<file path="src/rtl/uart_pkg.sv">
// Shared UART constants.
// Holds the default oversampling ratio, divisor counter width and reset
// divisor used by the baud tick generator and its prescaler. UART_OS_W is
// the width of an oversample index for the default ratio.
package uart_pkg;

  localparam int UART_OVERSAMPLE  = 16;
  localparam int UART_CNT_W       = 16;
  localparam int UART_DEFAULT_DIV = 20;
  localparam int UART_OS_W        = $clog2(UART_OVERSAMPLE);

endpackage

</file>
<file path="src/rtl/baud_prescaler.sv">
// Loadable clock prescaler for the baud tick generator.
// Holds the divisor register and the down-counter. It raises wrap_o for
// the one enabled clock in which the counter has reached zero. That is the
// edge at which the parent module registers a sample tick.
//
// Ports:
//   clk          system clock
//   rst_n        asynchronous active-low reset
//   en_i         count enable; counter holds while low
//   div_value_i  candidate divisor
//   div_load_i   strobe: latch div_value_i (ignored when it is zero)
//   resync_i     strobe: restart the count from the current divisor
//   restart_o    this edge restarts the count (resync or valid load)
//   wrap_o       this edge is an enabled terminal count (no restart)
module baud_prescaler
  import uart_pkg::*;
#(
  parameter int CNT_W       = UART_CNT_W,
  parameter int DEFAULT_DIV = UART_DEFAULT_DIV
) (
  input  logic             clk,
  input  logic             rst_n,
  input  logic             en_i,
  input  logic [CNT_W-1:0] div_value_i,
  input  logic             div_load_i,
  input  logic             resync_i,
  output logic             restart_o,
  output logic             wrap_o
);

  localparam logic [CNT_W-1:0] ONE       = CNT_W'(1);
  localparam logic [CNT_W-1:0] RST_DIV   = CNT_W'(DEFAULT_DIV);
  localparam logic [CNT_W-1:0] RST_COUNT = CNT_W'(DEFAULT_DIV - 1);

  logic [CNT_W-1:0] div_q, div_d;
  logic [CNT_W-1:0] cnt_q, cnt_d;
  logic             load_vld;

  // A zero divisor would underflow the counter, so such a load is dropped entirely.
  assign load_vld  = div_load_i && (div_value_i != '0);
  assign restart_o = resync_i || load_vld;
  assign wrap_o    = en_i && !restart_o && (cnt_q == '0);

  // A load takes precedence over resync so a simultaneous pair uses the new divisor.
  always_comb begin
    div_d = div_q;
    cnt_d = cnt_q;
    if (load_vld) begin
      div_d = div_value_i;
      cnt_d = div_value_i - ONE;
    end else if (resync_i) begin
      cnt_d = div_q - ONE;
    end else if (en_i) begin
      cnt_d = (cnt_q == '0) ? (div_q - ONE) : (cnt_q - ONE);
    end
  end

  always_ff @(posedge clk or negedge rst_n) begin
    if (!rst_n) begin
      div_q <= RST_DIV;
      cnt_q <= RST_COUNT;
    end else begin
      div_q <= div_d;
      cnt_q <= cnt_d;
    end
  end

endmodule

</file>
<file path="src/rtl/baud_tick_gen.sv">
// Runtime-programmable baud tick generator shared by UART TX and RX.
// The prescaler produces one wrap per divisor period. This module counts
// the wraps modulo OVERSAMPLE. From the count it registers sample_tick every
// wrap, mid_tick in the middle of each bit and bit_tick at the end of each bit.
//
// Ports:
//   clk          system clock
//   rst_n        asynchronous active-low reset
//   en           count enable; all counters hold while low
//   div_value    new divisor (clocks per sample_tick)
//   div_load     strobe: latch div_value (zero is ignored)
//   resync       strobe: restart prescaler and bit phase
//   sample_tick  one-cycle pulse per divisor period
//   bit_tick     one-cycle pulse every OVERSAMPLE sample ticks
//   mid_tick     one-cycle pulse at mid-bit
//   sample_idx   current oversample index
module baud_tick_gen
  import uart_pkg::*;
#(
  parameter int CNT_W       = UART_CNT_W,
  parameter int OVERSAMPLE  = UART_OVERSAMPLE,
  parameter int DEFAULT_DIV = UART_DEFAULT_DIV
) (
  input  logic                          clk,
  input  logic                          rst_n,
  input  logic                          en,
  input  logic [CNT_W-1:0]              div_value,
  input  logic                          div_load,
  input  logic                          resync,
  output logic                          sample_tick,
  output logic                          bit_tick,
  output logic                          mid_tick,
  output logic [$clog2(OVERSAMPLE)-1:0] sample_idx
);

  localparam int OS_W = $clog2(OVERSAMPLE);
  localparam logic [OS_W-1:0] OS_LAST = OS_W'(OVERSAMPLE - 1);
  localparam logic [OS_W-1:0] OS_MID  = OS_W'(OVERSAMPLE / 2 - 1);
  localparam logic [OS_W-1:0] OS_ONE  = OS_W'(1);

  if (OVERSAMPLE < 2 || (OVERSAMPLE & (OVERSAMPLE - 1)) != 0) begin : g_bad_os
    $error("baud_tick_gen: OVERSAMPLE must be a power of two >= 2");
  end
  if (DEFAULT_DIV < 1 || DEFAULT_DIV > (2 ** CNT_W) - 1) begin : g_bad_div
    $error("baud_tick_gen: DEFAULT_DIV out of range");
  end

  logic            restart;
  logic            wrap;
  logic [OS_W-1:0] os_q, os_d;
  logic            sample_q, sample_d;
  logic            bit_q, bit_d;
  logic            mid_q, mid_d;

  baud_prescaler #(
    .CNT_W       (CNT_W),
    .DEFAULT_DIV (DEFAULT_DIV)
  ) u_prescaler (
    .clk         (clk),
    .rst_n       (rst_n),
    .en_i        (en),
    .div_value_i (div_value),
    .div_load_i  (div_load),
    .resync_i    (resync),
    .restart_o   (restart),
    .wrap_o      (wrap)
  );

  // Ticks decode the index value before it advances. The wrap that leaves
  // index OVERSAMPLE/2-1 is the middle of the bit. The wrap that leaves the
  // last index ends the bit.
  always_comb begin
    os_d     = os_q;
    sample_d = 1'b0;
    bit_d    = 1'b0;
    mid_d    = 1'b0;
    if (restart) begin
      os_d = '0;
    end else if (wrap) begin
      sample_d = 1'b1;
      bit_d    = (os_q == OS_LAST);
      mid_d    = (os_q == OS_MID);
      os_d     = (os_q == OS_LAST) ? '0 : (os_q + OS_ONE);
    end
  end

  always_ff @(posedge clk or negedge rst_n) begin
    if (!rst_n) begin
      os_q     <= '0;
      sample_q <= 1'b0;
      bit_q    <= 1'b0;
      mid_q    <= 1'b0;
    end else begin
      os_q     <= os_d;
      sample_q <= sample_d;
      bit_q    <= bit_d;
      mid_q    <= mid_d;
    end
  end

  assign sample_tick = sample_q;
  assign bit_tick    = bit_q;
  assign mid_tick    = mid_q;
  assign sample_idx  = os_q;

endmodule

</file>
<file path="config.mk">
export PLATFORM = sky130hd
export DESIGN_NAME = baud_tick_gen
export DESIGN_NICKNAME = d
export VERILOG_FILES = /design/src/rtl/uart_pkg.sv /design/src/rtl/baud_prescaler.sv /design/src/rtl/baud_tick_gen.sv
export SDC_FILE = /design/constraint.sdc
export NUM_CORES = 1
export LEC_CHECK = 0
export ABC_CLOCK_PERIOD_IN_PS = 2600
export BUFFER_PORTS_ARGS = -buffer_cell sky130_fd_sc_hd__buf_2
export CAP_MARGIN = 40
export CORE_MARGIN = 4
export CORE_UTILIZATION = 30
export DETAILED_ROUTE_END_ITERATION = 10
export PLACE_DENSITY = 0.58
export REMOVE_ABC_BUFFERS = 1
export SYNTH_ARGS = -nofsm -noshare
export SYNTH_HDL_FRONTEND = slang
export SYNTH_SLANG_ARGS = --single-unit
</file>
<file path="constraint.sdc">
create_clock -name clk -period 2.6 [get_ports clk]
set_clock_uncertainty 0.05 [all_clocks]
set_input_delay 0.26 -clock clk [delete_from_list [all_inputs] [get_ports clk]]
set_output_delay 0.26 -clock clk [all_outputs]
set_load 0.01 [all_outputs]
</file>
### Yosys cells after proc, flatten, opt, wreduce, memory -nomap -nowiden

Index checks and enable logic that the tools add are counted.

* register bits after elaboration: 39
* logic and storage cells: 34

* $add $sub $neg: 4
* eq/ne operators: 2
* muxes and demuxes: 13
* reduce and logical (&&, ||, !) cells: 9

Operators by type and width (count)
* $mux W16: 4
* $sub A16 B1 Y16 const B: 3
* $logic_not A16 Y1: 1
* $reduce_bool A16 Y1: 1
* $mux W4: 3
* $mux W1: 6
* $add A4 B1 Y4 const B: 1
* $eq A4 B3 Y1 const B: 1
* $eq A4 B4 Y1 const B: 1
* $logic_and A1 B1 Y1: 3
* $reduce_bool A3 Y1: 1
* $reduce_bool A2 Y1: 1
* $logic_not A1 Y1: 1
* $logic_or A1 B1 Y1: 1

### Logic depth before layout (Yosys ltp)

Gate-level depths: netlist of the first run.

* depth after elaboration: 8
* mapped depth: 9
* gate-level depth less buffers: 8

### Hierarchy

Synthesis of the first run repeated with hierarchy kept, for this count alone.

* cells, all modules: 323
* area, all modules: 2646.3 µm²

By module, submodules not included
* baud_prescaler: instances 1, cells an instance 297, area an instance 2339.7 µm², seq. area each 807.0 µm²
* baud_tick_gen: instances 1, cells an instance 26, area an instance 306.5 µm², seq. area each 175.2 µm²

### Worst setup path before layout of the first run

Ideal clock, no wire load.

* path type: register -> register
* from: register u_prescaler.cnt_q[0]
* to: register u_prescaler.cnt_q[2]
* arrival: 2.087 ns
* path slack: 0.332 ns
* stages on the path, launching flop included: 9
* buffers on the path: 1
* clock period less this slack: 2.268 ns
* cells stage by stage: dfstp_2 > inv_1 > ha_1 > or4b_2 > nor4_4 > nor2_2 > buf_2 > o311ai_0 > o22ai_1

* word-level cells in the longest chain between the ends: 5
* elaborated cells on any way between the ends: 6

Ends and longest elaborated chain
* start: declaration: RTL line baud_prescaler.sv:36 `logic [CNT_W-1:0] cnt_q, cnt_d;`
* start signal: assignment: RTL line baud_prescaler.sv:64 `cnt_q <= cnt_d;`
* $sub A16 B1 Y16 or $logic_not A16 Y1 (tied branches): RTL line baud_prescaler.sv:54 `cnt_d = (cnt_q == '0) ? (div_q - ONE) : (cnt_q - ONE);`
* $mux W16 (*): RTL line baud_prescaler.sv:54
* $mux W16 (*): RTL line baud_prescaler.sv:53 `end else if (en_i) begin`
* $mux W16 (*): RTL line baud_prescaler.sv:51 `end else if (resync_i) begin`
* $mux W16 (*): RTL line baud_prescaler.sv:48 `if (load_vld) begin`

Mark *: on every way between the ends. The rest lies on a longest branch, timed or not. The select of a mux whose other input is x is not followed.
A chain may end at the register's enable or synchronous reset.

### Worst setup path after layout of the first run

* from: register u_prescaler.cnt_q[0]
* to: register u_prescaler.cnt_q[9]

Same word-level chain as after synthesis.

==> results.toml, run 1 <==
[floorplan]
die_area_um2 = 10800
die_w_um = 104
initial_core_util = 0.312
core_um2 = 8850
rows = 34
die_h_um = 104
io_pins = 28

[route]
wl_per_cell_um = 15.7
wl_met1_mm = 3.62
initialDrtViolationCount = 185
wl_mm = 7.66
top_layer = "met4"
vias_per_cell = 5.28
wl_met2_mm = 3.60
wl_met3_um = 341
num_vias = 2572
drc_errors = 0
drtPass1Iterations = 4
ant_nets = 0

[placed_design]
placed_cell_area_um2 = 3110
hpwl_mm = 5.68
io_buffer_count = 27
pre_cts_ws_ns = 0.135
gp_congestion = 0.843

[finish]
multi_input_area_um2 = 1670
synthToLayoutAreaGrowth_pct = 16.7
final_nets = 404
drive_gt1_frac = 0.190
register_area_um2 = 982
fillers = 940
fin_area_um2 = 3220
num_antenna_cells = 0

[worst_setup_path]
ff2ff_path_depth = 9
rr_endpoint = "u_prescaler.cnt_q[9]"
arrival_ns = 2.62
path_max_fanout = 14
slowest_stage = "or4b_2"
r2r_start = "u_prescaler.cnt_q[0]"
crit_path_end_kind = "flip-flop"
cp.required_ns = 2.75
critPathKind = "reg2reg"
crit_path_start_kind = "flip-flop"
cpPeakStageDelay_ns = 0.63
path_cells = "inv_1, ha_1, or4b_2, nor4_4, nor2_4, buf_4, o21ai_0, o211ai_1, a32oi_1"
r2r_slack_ns = 0.13

[timing]
rsz0062_at_grt = "true"
slew_headroom = 0.606
hold_viol = 0
max_freq_mhz = 405
holdWs_ns = 0.152
worst_slack_ns = 0.130
period_needed_ns = 2.47
setup_viol = 0
drv_slew = 0
tightest_slew_ns = 0.591
period_share = 0.950

[power_and_ir_drop]
switching_share = 0.318
power.internal_w = 0.00104
powerDensity_nw_per_um2 = 475
power_frac_clock = 0.306
fin_total_pwr_w = 0.00153
seq_power_share = 0.480
p_sw_w = 0.000488
ir_drop_mv = 0.161
leakagePower_nw = 1.40
comb_power_share = 0.214

[logic_synthesis]
yosysTopAreaCell = "dfrtp_1"
syn_avg_cell_area_um2 = 8.05
syn_area_um2 = 2760
seq_area_frac_synth = 0.356
async_flop_share = 1.00
yosysWarnings = 0
synth_flop_cell = "dfrtp_1"
yosys.area.top_type_share = 0.308
ys_top_cells_by_area = "dfrtp_1, nand2_1, dfstp_2"
ys_types = 56
synth.most_common_cell = "nand2_1"
synth_common_cells = "nand2_1, dfrtp_1, nor2_1"
postSynthCellCount = 343
ys_ff_latch = 39
synth_edf_count = 0

[global_route]
overflow = 0
track_usage = 0.145
grt_pass1_vias = 2561
antenna_found_initial = 0
grt_pass1_wl_mm = 13.1
grt_max_degree = 28

[outcome]
outcome = "finished clean"

[clocking]
clock-sinks = 39
postCtsSetupBuffers = 0
tritoncts = "built"
htree_levels = 2
clock_path_buffers = 2
root_buffer = "clkbuf_8"
insertion_delay_ns = 0.30
clk_pin_slew_ns = 0.08
cts_buffers = 5

[min_path]
worstHoldStart = "div_value[4]"
hold_path_class = "in2reg"
holdPathEnd = "u_prescaler.div_q[4]"
worstHoldPathCells = 3

[run]
cap_violations = 0
==> placed cells by master, fill, tap and decap left out, types with 5 or more instances in the layout <==
cell type  instances
buf_2             27
a31oi_1            6
nor3_1            14
ha_1               5
dfrtp_1           34
o21ai_0           14
xor2_1            13
inv_1             10
mux2i_1            5
buf_4             18
xnor2_1           14
dfstp_2            5
nand3_1           10
nor2_1            29
nand2_1           66
nand4_1            7
clkbuf_8           7
nor4_1            13
a21oi_1           15
a22oi_1            5
==> power groups by stage <==
stage | Sequential, W | Combinational [W] | Clock (W)
finish | 0.000735 | 0.000328 | 0.000469
global route | 0.000745 | 0.000368 | 0.000509
CTS | 0.000734 | 0.000329 | 0.000478
detailed placement | 0.000745 | 0.000324 | 0
global placement | 0.000742 | 0.000320 | 0
floorplan | 0.000726 | 0.000201 | 0
==> routing by layer <==
metal	vias up	global-route usage
li1	1292	-
met1	1196	0.203
met2	72	0.235
met3	12	0.0174
met4	0	0.0446
met5	-	0
==> how the worst max path moves through the flow <==
stage	startpoint	end	cells past startpoint	slack [ns]
finish	u_prescaler.cnt_q[0]	u_prescaler.cnt_q[9]	9	0.13
global route	u_prescaler.cnt_q[0]	u_prescaler.cnt_q[5]	8	-0.03
CTS	u_prescaler.cnt_q[0]	u_prescaler.cnt_q[12]	9	0.12
detailed placement	u_prescaler.cnt_q[0]	u_prescaler.cnt_q[12]	9	0.14
global placement	u_prescaler.cnt_q[0]	u_prescaler.cnt_q[12]	9	0.22
floorplan	div_value[0]	u_prescaler.cnt_q[2]	7	-0.97
==> metrics by stage <==
step / std cells / util / setup TNS, ns
after floorplan: 324 / - / -20.84
after global placement: 477 / 0.349 / 0
after detailed placement: 478 / 0.351 / 0
after CTS: 487 / 0.364 / 0
after global routing: 487 / 0.364 / -0.0465
final: 487 / 0.364 / 0
==> state kept, by name, summed over array words and instances, names as in the netlist <==
signal	flops
bit_tick	1
mid_tick	1
sample_idx	4
sample_tick	1
u_prescaler.cnt_q	16
u_prescaler.div_q	16
==> cell type report <==
cell class                      count  area share
Clock buffer                        8      0.0310
Timing Repair Buffer               47      0.0931
Sequential cell                    39       0.305
Inverter                           10      0.0116
Multi-Input combinational cell    275       0.518
Tap cell                          108      0.0419
==> critical path: cells and delay by family, from the launching register on <==
| family | cells | cell delay [ns] |
|---|---|---|
| AO/OA/AOI/OAI | 3 | 0.43 |
| AND/OR/NAND/NOR | 3 | 1.05 |
| buffers and inverters | 2 | 0.27 |
| flip-flops | 1 | 0.38 |
| adder cells (fa/ha/maj) | 1 | 0.18 |
==> cell families (layout without fill, tap and decap cells) <==
logic type | after synthesis | after routing | synth area share
AO/OA/AOI/OAI | 70 | 70 | 0.169
flip-flops | 39 | 39 | 0.356
buffers and inverters | 29 | 65 | 0.0471
adder cells (fa/ha/maj) | 5 | 5 | 0.0226
multiplexers | 6 | 6 | 0.0222
AND/OR/NAND/NOR | 167 | 167 | 0.298
XOR/XNOR | 27 | 27 | 0.0856
==> what timing repair did <==
item	4_1_cts	5_1_grt
gates resized for setup	0	1
hold endpoints to repair	11	0
hold buffers	1	0
setup endpoints to repair	0	3
Note: power is estimated with default switching activity, not from simulation.
==> inputs of run 2 (changes only) <==
--- a/config.mk
+++ b/config.mk
@@ -5,13 +5,15 @@
 export SDC_FILE = /design/constraint.sdc
 export NUM_CORES = 1
 export LEC_CHECK = 0
-export ABC_CLOCK_PERIOD_IN_PS = 2600
+export ABC_CLOCK_PERIOD_IN_PS = 2930
 export BUFFER_PORTS_ARGS = -buffer_cell sky130_fd_sc_hd__buf_2
 export CAP_MARGIN = 40
+export CELL_PAD_IN_SITES_DETAIL_PLACEMENT = 0
+export CELL_PAD_IN_SITES_GLOBAL_PLACEMENT = 1
 export CORE_MARGIN = 4
 export CORE_UTILIZATION = 30
 export DETAILED_ROUTE_END_ITERATION = 10
-export PLACE_DENSITY = 0.58
+export PLACE_DENSITY = 0.7
 export REMOVE_ABC_BUFFERS = 1
 export SYNTH_ARGS = -nofsm -noshare
 export SYNTH_HDL_FRONTEND = slang
==> constraint.sdc (replaced) <==
create_clock -name clk -period 2.93 [get_ports clk]
set_clock_uncertainty 0.05 [all_clocks]
set_input_delay 0.293 -clock clk [delete_from_list [all_inputs] [get_ports clk]]
set_output_delay 0.293 -clock clk [all_outputs]
set_load 0.01 [all_outputs]
==> results.toml, run 2 (synthesis results as in run 1) <==
[outcome]
outcome = "finished clean"

[timing]
rsz0062_at_grt = "false"
period_needed_ns = 2.59
tightest_slew_ns = 0.897
hold_viol = 0
slew_headroom = 0.402
setup_viol = 0
max_freq_mhz = 387
period_share = 0.883
drv_slew = 0

[power_and_ir_drop]
comb_power_share = 0.206
fin_total_pwr_w = 0.00142
switching_share = 0.307
p_sw_w = 0.000436
power_frac_clock = 0.335
seq_power_share = 0.459
power.internal_w = 0.000986
leakagePower_nw = 1.39
ir_drop_mv = 0.230
powerDensity_nw_per_um2 = 443

[global_route]
antenna_found_initial = 0
grt_pass1_vias = 2552
overflow = 0
track_usage = 0.147
grt_max_degree = 24
grt_pass1_wl_mm = 13.1

[worst_setup_path]
worst-path-buf-inv = 2
r2r_start = "u_prescaler.cnt_q[0]"
critPathKind = "reg2reg"
ff2ff_path_depth = 9
crit_family = "simple AND/OR/NAND/NOR gates"
critPathMostFrequentCell = "a22oi_1"
cpPeakStageDelay_ns = 0.63
path_max_fanout = 16
crit_path_start_kind = "flip-flop"
slowest_stage = "or4b_2"
path_cells = "inv_1, ha_1, or4b_2, nor4_4, nor2_2, buf_4, a22oi_1, o21ai_0, a22oi_1"
rr_endpoint = "u_prescaler.cnt_q[12]"
r2r_slack_ns = 0.34
cp.required_ns = 3.09
arrival_ns = 2.75
crit_path_end_kind = "flip-flop"
crit_cells = 9

[route]
drtPass1Iterations = 5
initialDrtViolationCount = 129
wl_per_cell_um = 16.0
ant_nets = 0
vias_per_cell = 5.41
num_vias = 2608
wl_mm = 7.71
drc_errors = 0

[finish]
drive_gt1_frac = 0.182
register_area_um2 = 982
fillers = 936
num_antenna_cells = 0
layout_commonest_cell = "nand2_1"
layout_common_cells = "nand2_1, dfrtp_1, nor2_1"
fin_area_um2 = 3210
synthToLayoutAreaGrowth_pct = 16.1
multi_input_area_um2 = 1660
final_nets = 399

[clocking]
clock-sinks = 39
clock_path_buffers = 2
cts_buffers = 5
root_buffer = "clkbuf_8"
postCtsSetupBuffers = 0
tritoncts = "built"
insertion_delay_ns = 0.29
clk_pin_slew_ns = 0.08
htree_levels = 2
cts_resized = 0

[floorplan]
die_w_um = 104
io_pins = 28
initial_core_util = 0.312
die_area_um2 = 10800
rows = 34
core_um2 = 8850
die_h_um = 104

[min_path]
hold_path_class = "in2reg"
holdPathEnd = "u_prescaler.cnt_q[0]"
worstHoldPathCells = 2
worstHoldStart = "div_value[0]"

[run]
cap_violations = 0

[placed_design]
io_buffer_count = 27
placed_cell_area_um2 = 3080
hpwl_mm = 5.93
gp_congestion = 0.787
## run 2: cell count changes in the layout (fill, tap and decap cells not counted), sizes merged
cell,delta
buf,-5
bufinv,+1
clkbuf,-2
clkinv,+1
## run 2: worst max path at each step
stage | start | end | slack (ns)
global placement | u_prescaler.cnt_q[0] | u_prescaler.cnt_q[12] | 0.37
finish | u_prescaler.cnt_q[0] | u_prescaler.cnt_q[12] | 0.34
CTS | u_prescaler.cnt_q[0] | u_prescaler.cnt_q[12] | 0.33
detailed placement | u_prescaler.cnt_q[0] | u_prescaler.cnt_q[12] | 0.35
global route | u_prescaler.cnt_q[0] | u_prescaler.cnt_q[12] | 0.13
floorplan | div_value[0] | u_prescaler.cnt_q[2] | -0.67
## run 2: power by group through the flow
stage               registers [W]  clock network [W]  logic, W
floorplan                0.000644                  0  0.000178
global placement         0.000660                  0  0.000285
detailed placement       0.000662                  0  0.000290
CTS                      0.000652           0.000494  0.000293
global route             0.000661           0.000518  0.000331
finish                   0.000653           0.000477  0.000293
## run 2: worst register-to-register path, cell delays in order (launching register included)
cell     delay [ns]
dfstp_2        0.39
inv_1          0.10
ha_1           0.19
or4b_2         0.63
nor4_4         0.23
nor2_2         0.21
buf_4          0.22
a22oi_1        0.18
o21ai_0        0.11
a22oi_1        0.19
## run 2: metal layers
layer,up-vias,track usage,wire length (um)
met5,-,0,0
met4,0,0.0342,69
met3,5,0.0211,297
met2,65,0.238,3540
met1,1257,0.207,3800
li1,1281,-,-
## run 2: cell type report
class	count	area share
multi-input cells	275	0.519
repair buffers	42	0.0843
clock buffers	6	0.0258
well taps	108	0.0421
clock inverters	2	0.0109
inverters	10	0.0117
flip-flops and latches	39	0.306
## run 2: what timing repair did
action                                 in CTS  in global routing
endpoints found under the hold margin      16                  0
hold buffers                                1                  0
setup endpoints to repair                   0                  0
## run 2: per-stage QoR
step | std cells | TNS (ns) | util | setup slack [ns] | hold slack (ns)
6_report | 482 | 0 | 0.362 | 0.344 | 0.174
5_1_grt | 482 | 0 | 0.362 | 0.130 | 0.170
4_1_cts | 482 | 0 | 0.362 | 0.331 | 0.163
3_5_place_dp | 473 | 0 | 0.348 | 0.347 | 0.226
3_3_place_gp | 472 | 0 | 0.345 | 0.368 | 0.416
2_1_floorplan | 324 | -11.63 | - | -0.669 | -0.0526
==> inputs of run 3 (changes only) <==
--- a/config.mk
+++ b/config.mk
@@ -6,14 +6,15 @@
 export NUM_CORES = 1
 export LEC_CHECK = 0
 export ABC_CLOCK_PERIOD_IN_PS = 2930
-export BUFFER_PORTS_ARGS = -buffer_cell sky130_fd_sc_hd__buf_2
 export CAP_MARGIN = 40
 export CELL_PAD_IN_SITES_DETAIL_PLACEMENT = 0
 export CELL_PAD_IN_SITES_GLOBAL_PLACEMENT = 1
 export CORE_MARGIN = 4
 export CORE_UTILIZATION = 30
 export DETAILED_ROUTE_END_ITERATION = 10
-export PLACE_DENSITY = 0.7
+export DONT_BUFFER_PORTS = 1
+export HOLD_SLACK_MARGIN = 0.06
+export PLACE_DENSITY = 0.66
 export REMOVE_ABC_BUFFERS = 1
 export SYNTH_ARGS = -nofsm -noshare
 export SYNTH_HDL_FRONTEND = slang
==> results.toml, run 3 (synthesis results as in run 1) <==
[timing]
max_freq_mhz = 393
setup_viol = 0
hold_viol = 0
tightest_slew_ns = 0.671
period_needed_ns = 2.54
drv_slew = 0
rsz0062_at_grt = "false"
fin_tns_setup_ns = 0
slew_headroom = 0.552
period_share = 0.869
holdWs_ns = 0.0577

[power_and_ir_drop]
fin_total_pwr_w = 0.00141
powerDensity_nw_per_um2 = 445
ir_drop_mv = 0.197
leakagePower_nw = 1.31

[placed_design]
placed_cell_area_um2 = 2920
hpwl_mm = 5.87
io_buffer_count = 0
gp_congestion = 0.775

[finish]
layout_commonest_cell = "nand2_1"
final_nets = 381
fin_area_um2 = 3160
synthToLayoutAreaGrowth_pct = 14.4
drive_gt1_frac = 0.115
layout_common_cells = "nand2_1, dfrtp_1, nor2_1"
num_antenna_cells = 0

[outcome]
outcome = "finished clean"

[route]
drc_errors = 0
initialDrtViolationCount = 125
wl_per_cell_um = 17.4
drtPass1Iterations = 4
num_vias = 2501
vias_per_cell = 5.39
ant_nets = 0
wl_mm = 8.06

[min_path]
hold_path_class = "in2reg"
worstHoldPathCells = 2
worstHoldStart = "div_value[11]"
holdPathEnd = "u_prescaler.div_q[11]"

[global_route]
antenna_found_initial = 0
overflow = 0
grt_max_degree = 40
track_usage = 0.152
grt_pass1_vias = 2503
grt_pass1_wl_mm = 13.3

[worst_setup_path]
ff2ff_path_depth = 9
crit_path_start_kind = "flip-flop"
critPathKind = "reg2reg"
crit_path_end_kind = "flip-flop"
arrival_ns = 2.70
r2r_start = "u_prescaler.cnt_q[0]"
rr_endpoint = "u_prescaler.cnt_q[4]"
r2r_slack_ns = 0.39
cp.required_ns = 3.08
path_max_fanout = 17

[floorplan]
die_h_um = 104
die_area_um2 = 10800
die_w_um = 104
initial_core_util = 0.312
io_pins = 28
rows = 34
core_um2 = 8850

[clocking]
root_buffer = "clkbuf_8"
insertion_delay_ns = 0.30
clock-sinks = 39
cts_resized = 0
cts_buffers = 5
clk_pin_slew_ns = 0.09
clock_path_buffers = 2
htree_levels = 2
tritoncts = "built"

[run]
cap_violations = 0
run 3: changes by cell type in the layout (fill, tap and decap cells not counted):
cell,delta
buf_2,-27
dlygate4sd3_1,+9
run 3: cell type report:
class / count / area (um2)
tap: 108 / 135
sequential: 39 / 982
inverter: 10 / 37.5
clock buffer: 6 / 82.6
fill: 947 / 5690
multi-input combinational: 275 / 1660
clock inverter: 2 / 35.0
timing repair buffer: 24 / 225
run 3: routing by layer:
layer | track usage | vias to the layer above | wire length [um]
met2 | 0.248 | 53 | 3870
met1 | 0.211 | 1196 | 3740
li1 | - | 1248 | -
met3 | 0.0230 | 4 | 365
met5 | 0 | - | 0
met4 | 0.0370 | 0 | 87
run 3: timing repair:
action | 4_1_cts | 5_1_grt
buffers inserted | 0 | 0
hold endpoints to repair | 48 | 0
hold buffers | 11 | 0
run 3: worst max-delay path, stage by stage, from the launching register on:
cell and delay [ns]:
dfstp_2 0.39, inv_1 0.09, ha_1 0.17, or4b_2 0.62
nor4_4 0.23, nor2_2 0.21, buf_4 0.20, nand4_1 0.08
o21ai_0 0.09, a221oi_1 0.30
run 3: worst max path at each step:
stage,startpoint,end,slack [ns],depth (start not counted)
6_report,u_prescaler.cnt_q[0],u_prescaler.cnt_q[4],0.39,9
2_1_floorplan,div_value[0],u_prescaler.cnt_q[2],-0.67,7
4_1_cts,u_prescaler.cnt_q[0],u_prescaler.cnt_q[4],0.38,9
3_5_place_dp,u_prescaler.cnt_q[0],u_prescaler.cnt_q[4],0.39,9
5_1_grt,u_prescaler.cnt_q[0],u_prescaler.cnt_q[5],0.19,9
3_3_place_gp,u_prescaler.cnt_q[0],u_prescaler.cnt_q[4],0.48,9
run 3: stage by stage:
step / util / setup slack, ns / instances
after detailed placement: 0.330 / 0.392 / 445
after CTS: 0.357 / 0.375 / 464
after floorplan: - / -0.669 / 324
after global routing: 0.357 / 0.186 / 464
final: 0.357 / 0.385 / 464
after global placement: 0.330 / 0.485 / 445
run 3: report_power, final:
part           switching (W)  internal, W  total, W
Sequential         0.0000614     0.000590  0.000651
Combinational       0.000152     0.000119  0.000271
Clock               0.000208     0.000276  0.000484
